`src/rtl/shift_arb_pkg.sv`:
```
// Shared definitions for the shift burst arbiter.
//   state_t   : FSM encoding (IDLE / RUN / DONE)
//   count_lsb : bit offset of requester idx's burst count inside the packed
//               count_in bus (idx * width)
package shift_arb_pkg;

    typedef enum logic [1:0] {
        IDLE = 2'd0,
        RUN  = 2'd1,
        DONE = 2'd2
    } state_t;

    function automatic int unsigned count_lsb(input int unsigned idx,
                                              input int unsigned width);
        return idx * width;
    endfunction

endpackage

```
`src/rtl/shift_burst_arbiter_rr_pick.sv`:
```
// Combinational round-robin priority picker.
// Searches req starting at ptr and wrapping modulo NREQ; the first set bit
// found wins.
//   req : request vector, one bit per requester
//   ptr : index with highest priority this round (must be < NREQ)
//   any : at least one request is set
//   idx : index of the winning requester (0 when any is low)
module rr_pick #(
    parameter int NREQ = 4,
    parameter int IDW  = 2
) (
    input  logic [NREQ-1:0] req,
    input  logic [IDW-1:0]  ptr,
    output logic            any,
    output logic [IDW-1:0]  idx
);

    // cand[k] is the requester examined k-th in this round: (ptr + k) mod NREQ.
    logic [IDW-1:0] cand [NREQ];

    generate
        for (genvar gi = 0; gi < NREQ; gi++) begin : g_cand
            assign cand[gi] = IDW'((int'(ptr) + gi) % NREQ);
        end
    endgenerate

    // Walk from the lowest priority candidate up so that the highest priority
    // hit is the last assignment and therefore wins.
    always_comb begin
        any = 1'b0;
        idx = '0;
        for (int k = NREQ - 1; k >= 0; k--) begin
            if (req[cand[k]]) begin
                any = 1'b1;
                idx = cand[k];
            end
        end
    end

endmodule

```
`src/rtl/shift_burst_arbiter.sv`:
```
// Burst arbiter for a shared shifter enable.
// A round-robin winner is granted the shifter for count_in[winner] non-held
// cycles, then a one-cycle done pulse reports which requester finished and
// whether it ended early because its request was withdrawn.
//   clk      : clock
//   reset    : asynchronous, active-high reset
//   req      : per-requester level request, held until done
//   count_in : packed burst lengths, requester i at [i*WIDTH +: WIDTH]
//   hold     : shifter stall; freezes the running burst
//   grant    : one-hot owner while a burst runs, zero otherwise
//   shift_en : shifter enable
//   busy     : a burst is in progress (RUN or DONE)
//   done     : one-cycle completion pulse
//   done_id  : finished requester index, valid with done
//   aborted  : with done, the burst ended because req dropped
module shift_burst_arbiter
    import shift_arb_pkg::*;
#(
    parameter int NREQ  = 4,
    parameter int WIDTH = 8,
    parameter int IDW   = 2
) (
    input  logic                  clk,
    input  logic                  reset,
    input  logic [NREQ-1:0]       req,
    input  logic [NREQ*WIDTH-1:0] count_in,
    input  logic                  hold,
    output logic [NREQ-1:0]       grant,
    output logic                  shift_en,
    output logic                  busy,
    output logic                  done,
    output logic [IDW-1:0]        done_id,
    output logic                  aborted
);

    state_t           state_reg,   state_next;
    logic [WIDTH-1:0] count_reg,   count_next;
    logic [IDW-1:0]   owner_reg,   owner_next;
    logic [IDW-1:0]   ptr_reg,     ptr_next;
    logic             aborted_reg, aborted_next;

    logic             pick_any;
    logic [IDW-1:0]   pick_idx;
    logic [WIDTH-1:0] count_arr [NREQ];

    generate
        for (genvar gi = 0; gi < NREQ; gi++) begin : g_count
            localparam int unsigned LSB = count_lsb(gi, WIDTH);
            assign count_arr[gi] = count_in[LSB +: WIDTH];
        end
    endgenerate

    rr_pick #(
        .NREQ (NREQ),
        .IDW  (IDW)
    ) u_pick (
        .req (req),
        .ptr (ptr_reg),
        .any (pick_any),
        .idx (pick_idx)
    );

    always_ff @(posedge clk or posedge reset) begin
        if (reset) begin
            state_reg   <= IDLE;
            count_reg   <= '0;
            owner_reg   <= '0;
            ptr_reg     <= '0;
            aborted_reg <= 1'b0;
        end else begin
            state_reg   <= state_next;
            count_reg   <= count_next;
            owner_reg   <= owner_next;
            ptr_reg     <= ptr_next;
            aborted_reg <= aborted_next;
        end
    end

    always_comb begin
        state_next   = state_reg;
        count_next   = count_reg;
        owner_next   = owner_reg;
        ptr_next     = ptr_reg;
        aborted_next = aborted_reg;

        case (state_reg)
            IDLE: begin
                if (pick_any) begin
                    owner_next   = pick_idx;
                    count_next   = count_arr[pick_idx];
                    aborted_next = 1'b0;
                    // A zero-length burst skips RUN and completes normally.
                    state_next   = (count_arr[pick_idx] != '0) ? RUN : DONE;
                end
            end
            RUN: begin
                // A withdrawn request wins over a simultaneous final shift.
                if (!req[owner_reg]) begin
                    state_next   = DONE;
                    aborted_next = 1'b1;
                end else if (!hold) begin
                    count_next = count_reg - WIDTH'(1);
                    if (count_reg == WIDTH'(1)) begin
                        state_next = DONE;
                    end
                end
            end
            DONE: begin
                state_next   = IDLE;
                aborted_next = 1'b0;
                ptr_next     = (owner_reg == IDW'(NREQ - 1)) ? '0 : owner_reg + IDW'(1);
            end
            default: begin
                state_next = IDLE;
            end
        endcase
    end

    generate
        for (genvar gi = 0; gi < NREQ; gi++) begin : g_grant
            assign grant[gi] = (state_reg == RUN) && (owner_reg == IDW'(gi));
        end
    endgenerate

    assign shift_en = (state_reg == RUN) && !hold;
    assign busy     = (state_reg != IDLE);
    assign done     = (state_reg == DONE);
    assign done_id  = done ? owner_reg : '0;
    assign aborted  = aborted_reg;

endmodule
```
`config.mk`:
```
export PLATFORM = sky130hd
export DESIGN_NAME = shift_burst_arbiter
export DESIGN_NICKNAME = d
export VERILOG_FILES = /design/src/rtl/shift_arb_pkg.sv /design/src/rtl/shift_burst_arbiter_rr_pick.sv /design/src/rtl/shift_burst_arbiter.sv
export SDC_FILE = /design/constraint.sdc
export NUM_CORES = 1
export LEC_CHECK = 0
export ABC_AREA = 1
export CAP_MARGIN = 30
export CORE_MARGIN = 2
export CORE_UTILIZATION = 47
export CTS_CLUSTER_DIAMETER = 50
export DETAILED_ROUTE_END_ITERATION = 12
export GPL_ROUTABILITY_DRIVEN = 0
export MAX_ROUTING_LAYER = met4
export PLACE_DENSITY = 0.77
export SKIP_CTS_REPAIR_TIMING = 1
export SYNTH_ARGS = -nofsm -noshare
export SYNTH_HDL_FRONTEND = slang
export SYNTH_SLANG_ARGS = --single-unit
```
`constraint.sdc`:
```
create_clock -name clk -period 2.35 [get_ports clk]
set_input_delay 0.47 -clock clk [delete_from_list [all_inputs] [get_ports clk]]
set_output_delay 0.47 -clock clk [all_outputs]
set_load 0.1 [all_outputs]
```
==> flow_metrics.tcl, run 1 <==
set metrics [dict create \
    hp-class "in -> async" \
    r2r_slack_ns 0.13 \
    syn-cell-area_mm2 0.00162 \
    num_vias 1880 \
    max_stage_delay_ns 0.49 \
    cts-root-buf "clkbuf_4" \
    timing_worst_setup_path_type "in -> reg" \
    drt_iter0_markers 155 \
    post-route-cell-area_mm2 0.00249 \
    die-area_mm2 0.00393 \
    drive_above_1_share_pct 22.5 \
    required_ns 2.54 \
    p_per_area_mw_per_mm2 1640 \
    wl_um 4370 \
    die_w_um 62.7 \
    syn-instance-count 263 \
    yosysSeqAreaShare_pct 23.2 \
    grt_overflow 0 \
    cp_common_cell "nand2_1" \
    synth-edff-count 0 \
    hpwl_um 3370 \
    cp_max_fo 8 \
    start_util_pct 48.9 \
    clock-sinks 15 \
    drt-pass1-iter-count 4 \
    utilization_pct 75.4 \
    io_pins 49 \
    nets 380 \
    core_region_area_mm2 0.00331 \
    grt.total_usage_pct 22.3 \
    grt_pass1_wl_um 7140 \
    outcome "finished clean" \
    largest_register_ffs 8 \
    synth-seq-cells 15 \
    setup_viol 0 \
    max-vdd-ir-drop_v 0.000924 \
    skew_ns 0.00384 \
    power.leakage_nw 1.31 \
    cts_tree "done" \
    ant_nets 0 \
    synth.area.top_cells "dfrtp_1, nand2_1, inv_1" \
    synth.most_common_cell "nand2_1" \
    reg2reg_depth 18 \
    crit_chain "clkdlybuf4s50_1 -> inv_1 -> nand2_2 -> nand3_2 -> nand2_1 -> nand3_2 -> nand2_2 -> nand2_4 -> nand2_8 -> buf_6 -> nand2_1 -> nand3_1 -> nand2_1 -> inv_1 -> nand2_1 -> nor2_2 -> nand2_2 -> nand3_1 -> nand2_1" \
    grt_pass1_vias 1637 \
    timing.rr.start "ptr_reg[0]" \
    path_clk_slew_ns 0.09 \
    synth-main-ff-cell "dfrtp_1" \
    n_antenna_cell 0 \
    die_h_um 62.7 \
    synth_cell_types 31 \
    grt_max_degree 18 \
    yosysWarnings 0 \
    wl_per_cell_um 11.5 \
    maxCapViolations 0 \
    cts_buffers 3 \
    rr_endpoint "state_reg[0]" \
    cp-start-kind "input port" \
    drc 0 \
    finalHoldViolCount 0 \
    antenna_found_initial 0 \
    post_dp_cell_area_mm2 0.00234 \
    crit_slowest_cell "clkdlybuf4s50_1" \
    avgSynthCellArea_um2 6.15 \
    async_reset_ff_share_pct 100 \
    portBuffers 48 \
    synth.net_count 308 \
    vias_per_cell 4.95 \
    tightest_slew_ns 0.586 \
    critical_path_arrival_ns 2.46 \
    max_slew_margin_pct 60.9 \
    worstSkewPairLatency_ns 0.29 \
    rows 21 \
    netlist.area_leader.share_pct 23.2 \
    clock_path_buffers 2 \
    slew_violations 0 \
    fin_crit_sh_pct 96.6 \
    max_freq_mhz 440 \
    endpoint_kind "register" \
    ctsHtreeMaxLevel 1 \
    synth_top_area_cell "dfrtp_1" \
    setup-tns-final_ns 0 \
    syn_to_final_growth_pct 54.2 \
    synth_top_cells_by_count "nand2_1, inv_1, nand3_1" \
    period_needed_ns 2.27 \
]
## worst max-delay path: cells and delay by family
family                 cells  cell delay, ns
AND/OR/NAND/NOR           15            1.25
buffers and inverters      4            0.74
## report_power, final
part | leakage [nW] | internal (W) | switching (W)
logic | 1.12 | 0.00140 | 0.00198
registers | 0.181 | 0.000399 | 0.000157
clock network | 0.0150 | 0.0000661 | 0.0000860
total | 1.31 | 0.00186 | 0.00222
## kinds of logic (layout without fill, tap and decap cells)
kind of cell | after synthesis | in the layout | share of synthesized area (%)
AND/OR/NAND/NOR | 134 | 134 | 39.7
buffers and inverters | 67 | 138 | 17.2
AO/OA/AOI/OAI | 36 | 36 | 12.6
flip-flops | 15 | 15 | 23.2
adder cells (fa/ha/maj) | 6 | 6 | 4.64
XOR/XNOR | 5 | 5 | 2.71
## per-stage QoR
step | hold WS [ns] | setup WS, ns | total power [W] | std cells
final | 0.535 | 0.0794 | 0.00408 | 380
after floorplan | 0.371 | -0.213 | 0.00265 | 263
after CTS | 0.546 | 0.108 | 0.00379 | 373
after global routing | 0.571 | -0.0256 | 0.00445 | 380
after global placement | 0.515 | -0.137 | 0.00357 | 369
after detailed placement | 0.520 | -0.203 | 0.00363 | 369
## worst max path at each step
stage                       from            to  slack [ns]
floorplan           state_reg[0]      grant[0]       -0.21
global placement          req[1]  state_reg[0]       -0.14
detailed placement        req[1]  state_reg[0]       -0.20
CTS                       req[3]  state_reg[0]        0.11
global route          ptr_reg[0]  state_reg[0]       -0.03
finish                    req[2]  state_reg[0]        0.08
## cell usage in the layout, fill, tap and decap left out, drive strengths merged
cell type and count:
clkdlybuf4s50 35, clkbuf 5, nand2 67, or2 2, nor2 17, nand3b 9
clkinv 2, buf 34, a21boi 1, xor2 2, ha 6, inv 59
a21oi 16, a22oi 2, nor4 2, a31oi 1, xnor2 3, o311ai 1
dlymetal6s2s 3, o21ai 15, nand4 1, nand3 36, dfrtp 15
## metal layers
| metal | vias to the layer above | wire length, um | global-route usage (%) |
|---|---|---|---|
| met5 | - | 0 | - |
| met4 | 0 | 66 | 7.78 |
| met3 | 6 | 236 | 1.44 |
| met2 | 67 | 2050 | 33.1 |
| met1 | 843 | 2010 | 32.1 |
| li1 | 964 | - | - |
## area by class of cell
type	count	area [um2]
inverters	61	229
repair buffers	73	776
fillers	284	816
clock buffers	4	26.3
flip-flops and latches	15	377
multi-input cells	181	1030
well taps	46	57.6
No activity file was read; power rests on OpenSTA's default activity.
==> inputs of run 2 (changes only) <==
PLACE_DENSITY = 0.87   (was 0.77)
==> run 2 against run 1 <==
Effect of this change:
- first-iteration DRC count shrank 21%
- clock-buffer cell count is the same
- critical path depth is the same
==> flow_metrics.tcl, run 2 (synthesis gave the netlist of run 1 again) <==
set metrics [dict create \
    outcome "finished clean" \
    required_ns 2.53 \
    cp_common_cell "nand2_1" \
    max_slew_margin_pct 61.7 \
    worst_slack_ns 0.0704 \
    finalHoldViolCount 0 \
    max_freq_mhz 439 \
    switchingPower_w 0.00226 \
    grt_pass1_wl_um 7160 \
    grt_max_degree 18 \
    skew_ns 0.00139 \
    crit_chain "clkdlybuf4s50_1 -> inv_1 -> nand2_2 -> nand3_2 -> nand2_2 -> nand3_4 -> nand2_4 -> nand2_4 -> nand2_8 -> buf_6 -> nand2_1 -> nand3_1 -> nand2_1 -> inv_1 -> nand2_1 -> nor2_2 -> nand2_2 -> nand3_1 -> nand2_1" \
    ctsHtreeMaxLevel 1 \
    drive_above_1_share_pct 21.5 \
    critical_path_arrival_ns 2.46 \
    timing_worst_setup_path_type "in -> reg" \
    drt-pass1-iter-count 4 \
    nets 377 \
    rows 21 \
    comb_power_share_pct 82.8 \
    holdWs_ns 0.533 \
    setup_viol 0 \
    switching_share_pct 55.1 \
    cts_buffers 3 \
    cp_max_fo 8 \
    dp.cells 367 \
    start_util_pct 48.9 \
    clock-sinks 15 \
    crit_slowest_cell "clkdlybuf4s50_1" \
    endpoint_kind "register" \
    period_needed_ns 2.28 \
    wl_um 4610 \
    n_antenna_cell 0 \
    clock_path_buffers 2 \
    seq_power_share_pct 13.6 \
    path_buf_inv 4 \
    cts_tree "done" \
    antenna_found_initial 0 \
    core_region_area_mm2 0.00331 \
    fin_crit_sh_pct 97.0 \
    ant_nets 0 \
    cp-start-kind "input port" \
    wl_per_cell_um 12.2 \
    p_per_area_mw_per_mm2 1660 \
    hpwl_um 3350 \
    cts-root-buf "clkbuf_4" \
    final_cell_mix "nand2_1, inv_1, clkdlybuf4s50_1, nand3_1, buf_4" \
    power_frac_clock_pct 3.6 \
    path_clk_slew_ns 0.09 \
    die-area_mm2 0.00393 \
    portBuffers 48 \
    slew_violations 0 \
    max_stage_delay_ns 0.49 \
    crit_family "simple AND/OR/NAND/NOR gates" \
    syn_to_final_growth_pct 53.1 \
    largest_register_ffs 8 \
    power.internal_w 0.00184 \
    maxCapViolations 0 \
    ff_latch_area_um2 377 \
    drt_iter0_markers 122 \
    grt_overflow 0 \
    grt_pass1_vias 1675 \
    num_vias 1896 \
    io_pins 49 \
    dp_slack_ns -0.201 \
    drc 0 \
    vias_per_cell 5.03 \
    power.leakage_nw 1.29 \
    die_w_um 62.7 \
    final_common_cell "nand2_1" \
    max-vdd-ir-drop_v 0.000854 \
    hp-class "in -> async" \
    utilization_pct 74.8 \
    grt.total_usage_pct 22.6 \
    instances_no_fill 377 \
    multi_input_area_mm2 0.00103 \
    nFillCells 263 \
    r2r_slack_ns 0.17 \
    worstSkewPairLatency_ns 0.28 \
    die_h_um 62.7 \
    tightest_slew_ns 0.573 \
]
## run 2: final cells by class
cell class | instances | share of cell area, %
Inverter | 61 | 9.24
Multi-Input combinational cell | 181 | 41.7
Tap cell | 46 | 2.32
Clock buffer | 4 | 1.06
Timing Repair Buffer | 70 | 30.5
Sequential cell | 15 | 15.2
## run 2: final timing paths
| path | cells after the start | to | startpoint |
|---|---|---|---|
| max | 19 | state_reg[0] | req[0] |
| min | 2 | state_reg[0] | reset |
| max reg2reg | 18 | state_reg[0] | ptr_reg[0] |
| min reg2reg | 2 | count_reg[5] | count_reg[5] |
| max in group asynchronous | 2 | ptr_reg[0] | reset |
| min in group clk | 2 | count_reg[5] | count_reg[5] |
## run 2: power groups by stage
stage | Combinational (W) | Clock, W | Sequential, W
floorplan | 0.00209 | 0 | 0.000561
global placement | 0.00299 | 0 | 0.000546
detailed placement | 0.00307 | 0 | 0.000550
CTS | 0.00308 | 0.000150 | 0.000547
global route | 0.00372 | 0.000164 | 0.000575
finish | 0.00340 | 0.000149 | 0.000557
## run 2: stage by stage
stage,cell area [um2],total power (W),TNS [ns]
floorplan,1640,0.00265,-0.950
global placement,2330,0.00354,-0.463
CTS,2360,0.00378,0
detailed placement,2330,0.00362,-1.01
finish,2480,0.00410,0
global route,2480,0.00446,-0.0394
## run 2: layer usage
layer	part of all wire, %	vias to the layer above	track usage, %
li1	-	962	-
met1	42	851	28.8
met2	51	71	37.8
met3	4.9	12	1.26
met4	1.8	0	8.61
met5	0	-	-
==> inputs of run 3 (changes only) <==
CORE_UTILIZATION = 48   (was 47)
CTS_BUF_LIST = sky130_fd_sc_hd__clkbuf_2 sky130_fd_sc_hd__clkbuf_4 sky130_fd_sc_hd__clkbuf_8   (was unset)
GPL_ROUTABILITY_DRIVEN = unset   (was 0)
PLACE_DENSITY = 0.9   (was 0.87)
SYNTH_HIERARCHICAL = 1   (was unset)
==> run 3 against run 2 <==
Effect of this change:
- total power decreased by 19%
- sequential power decreased by 2%
- non-clock buffer count decreased by 17
- sequential share of layout area increased by 2.1 points
- clock power increased by 9%
- global-route usage increased by 1.1 points
- fmax increased by 3.1%
- critical path type unchanged
- highest routed layer unchanged
==> flow_metrics.tcl, run 3 <==
set metrics [dict create \
    max_freq_mhz 452 \
    netlist.area_leader.share_pct 29.5 \
    cp-start-kind "input port" \
    skew_ns 0.00333 \
    clock_path_buffers 2 \
    synth_top_cells_by_count "nand2_1, inv_1, nand3_1, nor2_1, dfrtp_1" \
    muxShareOfSynthArea_pct 0 \
    critical_path_arrival_ns 2.40 \
    hold_depth 2 \
    synth-seq-cells 15 \
    drc 0 \
    wl_um 3930 \
    dp_slack_ns -0.138 \
    synth.area.top_cells "nand2_1, dfrtp_1, nand3_1" \
    synth_cell_types 25 \
    nFillCells 240 \
    ff_latch_area_um2 377 \
    multi_input_area_um2 987 \
    synth_fa_ha_area_share_pct 4.92 \
    die_w_um 60.4 \
    worst_slack_ns 0.139 \
    antenna_found_initial 0 \
    path_clk_slew_ns 0.09 \
    reg2reg_depth 15 \
    io_pins 49 \
    required_ns 2.53 \
    grt_pass1_wl_um 6420 \
    utilization_pct 71.9 \
    yosysWarnings 6 \
    synth-edff-count 0 \
    worstSkewPairLatency_ns 0.29 \
    p_per_area_mw_per_mm2 1530 \
    final_cell_mix "nand2_1, clkdlybuf4s50_1, inv_1, nand3_1, nor2_1" \
    instances_no_fill 363 \
    max_slew_margin_pct 61.1 \
    hpwl_um 3080 \
    max-vdd-ir-drop_v 0.00102 \
    final_common_cell "nand2_1" \
    finalHoldViolCount 0 \
    setup_viol 0 \
    synth.net_count 315 \
    drt-pass1-iter-count 4 \
    tightest_slew_ns 0.584 \
    grt_overflow 0 \
    grt.total_usage_pct 23.7 \
    vias_per_cell 4.93 \
    drt_iter0_markers 109 \
    start_util_pct 50.4 \
    endpoint_kind "register" \
    core_region_area_mm2 0.00303 \
    synth_top_family_by_area "simple AND/OR/NAND/NOR gates" \
    cts-root-buf "clkbuf_4" \
    drive_above_1_share_pct 12.5 \
    syn-cell-area_mm2 0.00153 \
    yosysSeqAreaShare_pct 24.6 \
    hp-class "reg -> reg" \
    fin_crit_sh_pct 94.1 \
    wl_per_cell_um 10.8 \
    ant_nets 0 \
    routabilityCongestion 0.887 \
    period_needed_ns 2.21 \
    setup-tns-final_ns 0 \
    dp.cells 359 \
    avgSynthCellArea_um2 5.65 \
    synth_compound_area_share_pct 9.26 \
    clock-sinks 15 \
    largest_register_ffs 8 \
    outcome "finished clean" \
    synth-main-ff-cell "dfrtp_1" \
    syn-instance-count 270 \
    power.leakage_nw 1.13 \
    rows 20 \
    yosys.area_share.simple_pct 47.5 \
    timing_worst_setup_path_type "in -> reg" \
    maxCapViolations 0 \
    slew_violations 0 \
    cts_buffers 3 \
    die_h_um 60.4 \
    grt_pass1_vias 1530 \
    yosys.area_share.xor_xnor_pct 0.574 \
    grt_max_degree 18 \
    synth_top_area_cell "nand2_1" \
    n_antenna_cell 0 \
    portBuffers 48 \
    async_reset_ff_share_pct 100 \
    num_vias 1788 \
    ctsHtreeMaxLevel 1 \
    cts_tree "done" \
    nets 365 \
    die-area_mm2 0.00365 \
    cp_max_fo 8 \
    syn_to_final_growth_pct 42.5 \
    holdWs_ns 0.483 \
    synth.most_common_cell "nand2_1" \
]
run 3: cell count changes after synthesis, moves of 3 or more:
| cell | previous run | this run |
|---|---|---|
| o21ai_1 | 1 | 4 |
| nor2_1 | 15 | 24 |
| a21oi_1 | 15 | 4 |
| nand2_1 | 61 | 120 |
| nand3b_1 | 9 | 0 |
| o21ai_0 | 13 | 10 |
| xnor2_1 | 3 | 0 |
| nand3_1 | 34 | 29 |
| buf_2 | 0 | 3 |
| inv_1 | 54 | 31 |
run 3: final timing paths:
check                          endpoint         start  slack [ns]
setup / recovery           state_reg[0]        req[3]        0.14
hold / removal             count_reg[6]  count_reg[6]        0.48
hold reg to reg            count_reg[6]  count_reg[6]        0.48
min in group asynchronous    ptr_reg[1]         reset        0.54
max in group asynchronous    ptr_reg[0]         reset        1.40
setup reg to reg           state_reg[0]    ptr_reg[0]        0.25
run 3: per-stage QoR:
| step | instance area, um2 | power [W] |
|---|---|---|
| floorplan | 1550 | 0.00252 |
| global placement | 2120 | 0.00301 |
| detailed placement | 2120 | 0.00307 |
| CTS | 2150 | 0.00325 |
| global route | 2180 | 0.00364 |
| finish | 2180 | 0.00333 |
run 3: routing by layer:
metal / up-vias / global-route usage [%] / share of wire [%]
met5: - / - / 0
met4: 0 / 7.62 / 1.7
met3: 9 / 2.56 / 4.9
met2: 59 / 36.5 / 46
met1: 789 / 32.5 / 48
li1: 931 / - / -
run 3: logic make-up after synthesis:
| kind of cell | count (synthesis) |
|---|---|
| AND/OR/NAND/NOR | 179 |
| adder cells (fa/ha/maj) | 6 |
| AO/OA/AOI/OAI | 24 |
| buffers and inverters | 45 |
| flip-flops | 15 |
| XOR/XNOR | 1 |
run 3: worst max-delay path, stage by stage:
cell             delay (ns)
clkdlybuf4s50_1        0.47
inv_1                  0.07
o21ai_2                0.19
nand2_1                0.13
nand2_1                0.10
inv_1                  0.04
a21boi_1               0.20
buf_4                  0.20
nand3_1                0.08
nand2_1                0.10
nand2_1                0.06
nor2_1                 0.10
nand2_1                0.07
nand3_1                0.07
nand2_1                0.05
run 3: layout make-up:
cell class,count,share of cell area (%)
well taps,44,2.53
inverters,37,6.56
flip-flops and latches,15,17.3
multi-input cells,210,45.4
clock buffers,4,1.38
repair buffers,53,26.9
run 3: power breakdown:
group	switching, W	internal (W)
logic	0.00173	0.000886
registers	0.000154	0.000394
clock network	0.0000857	0.0000775
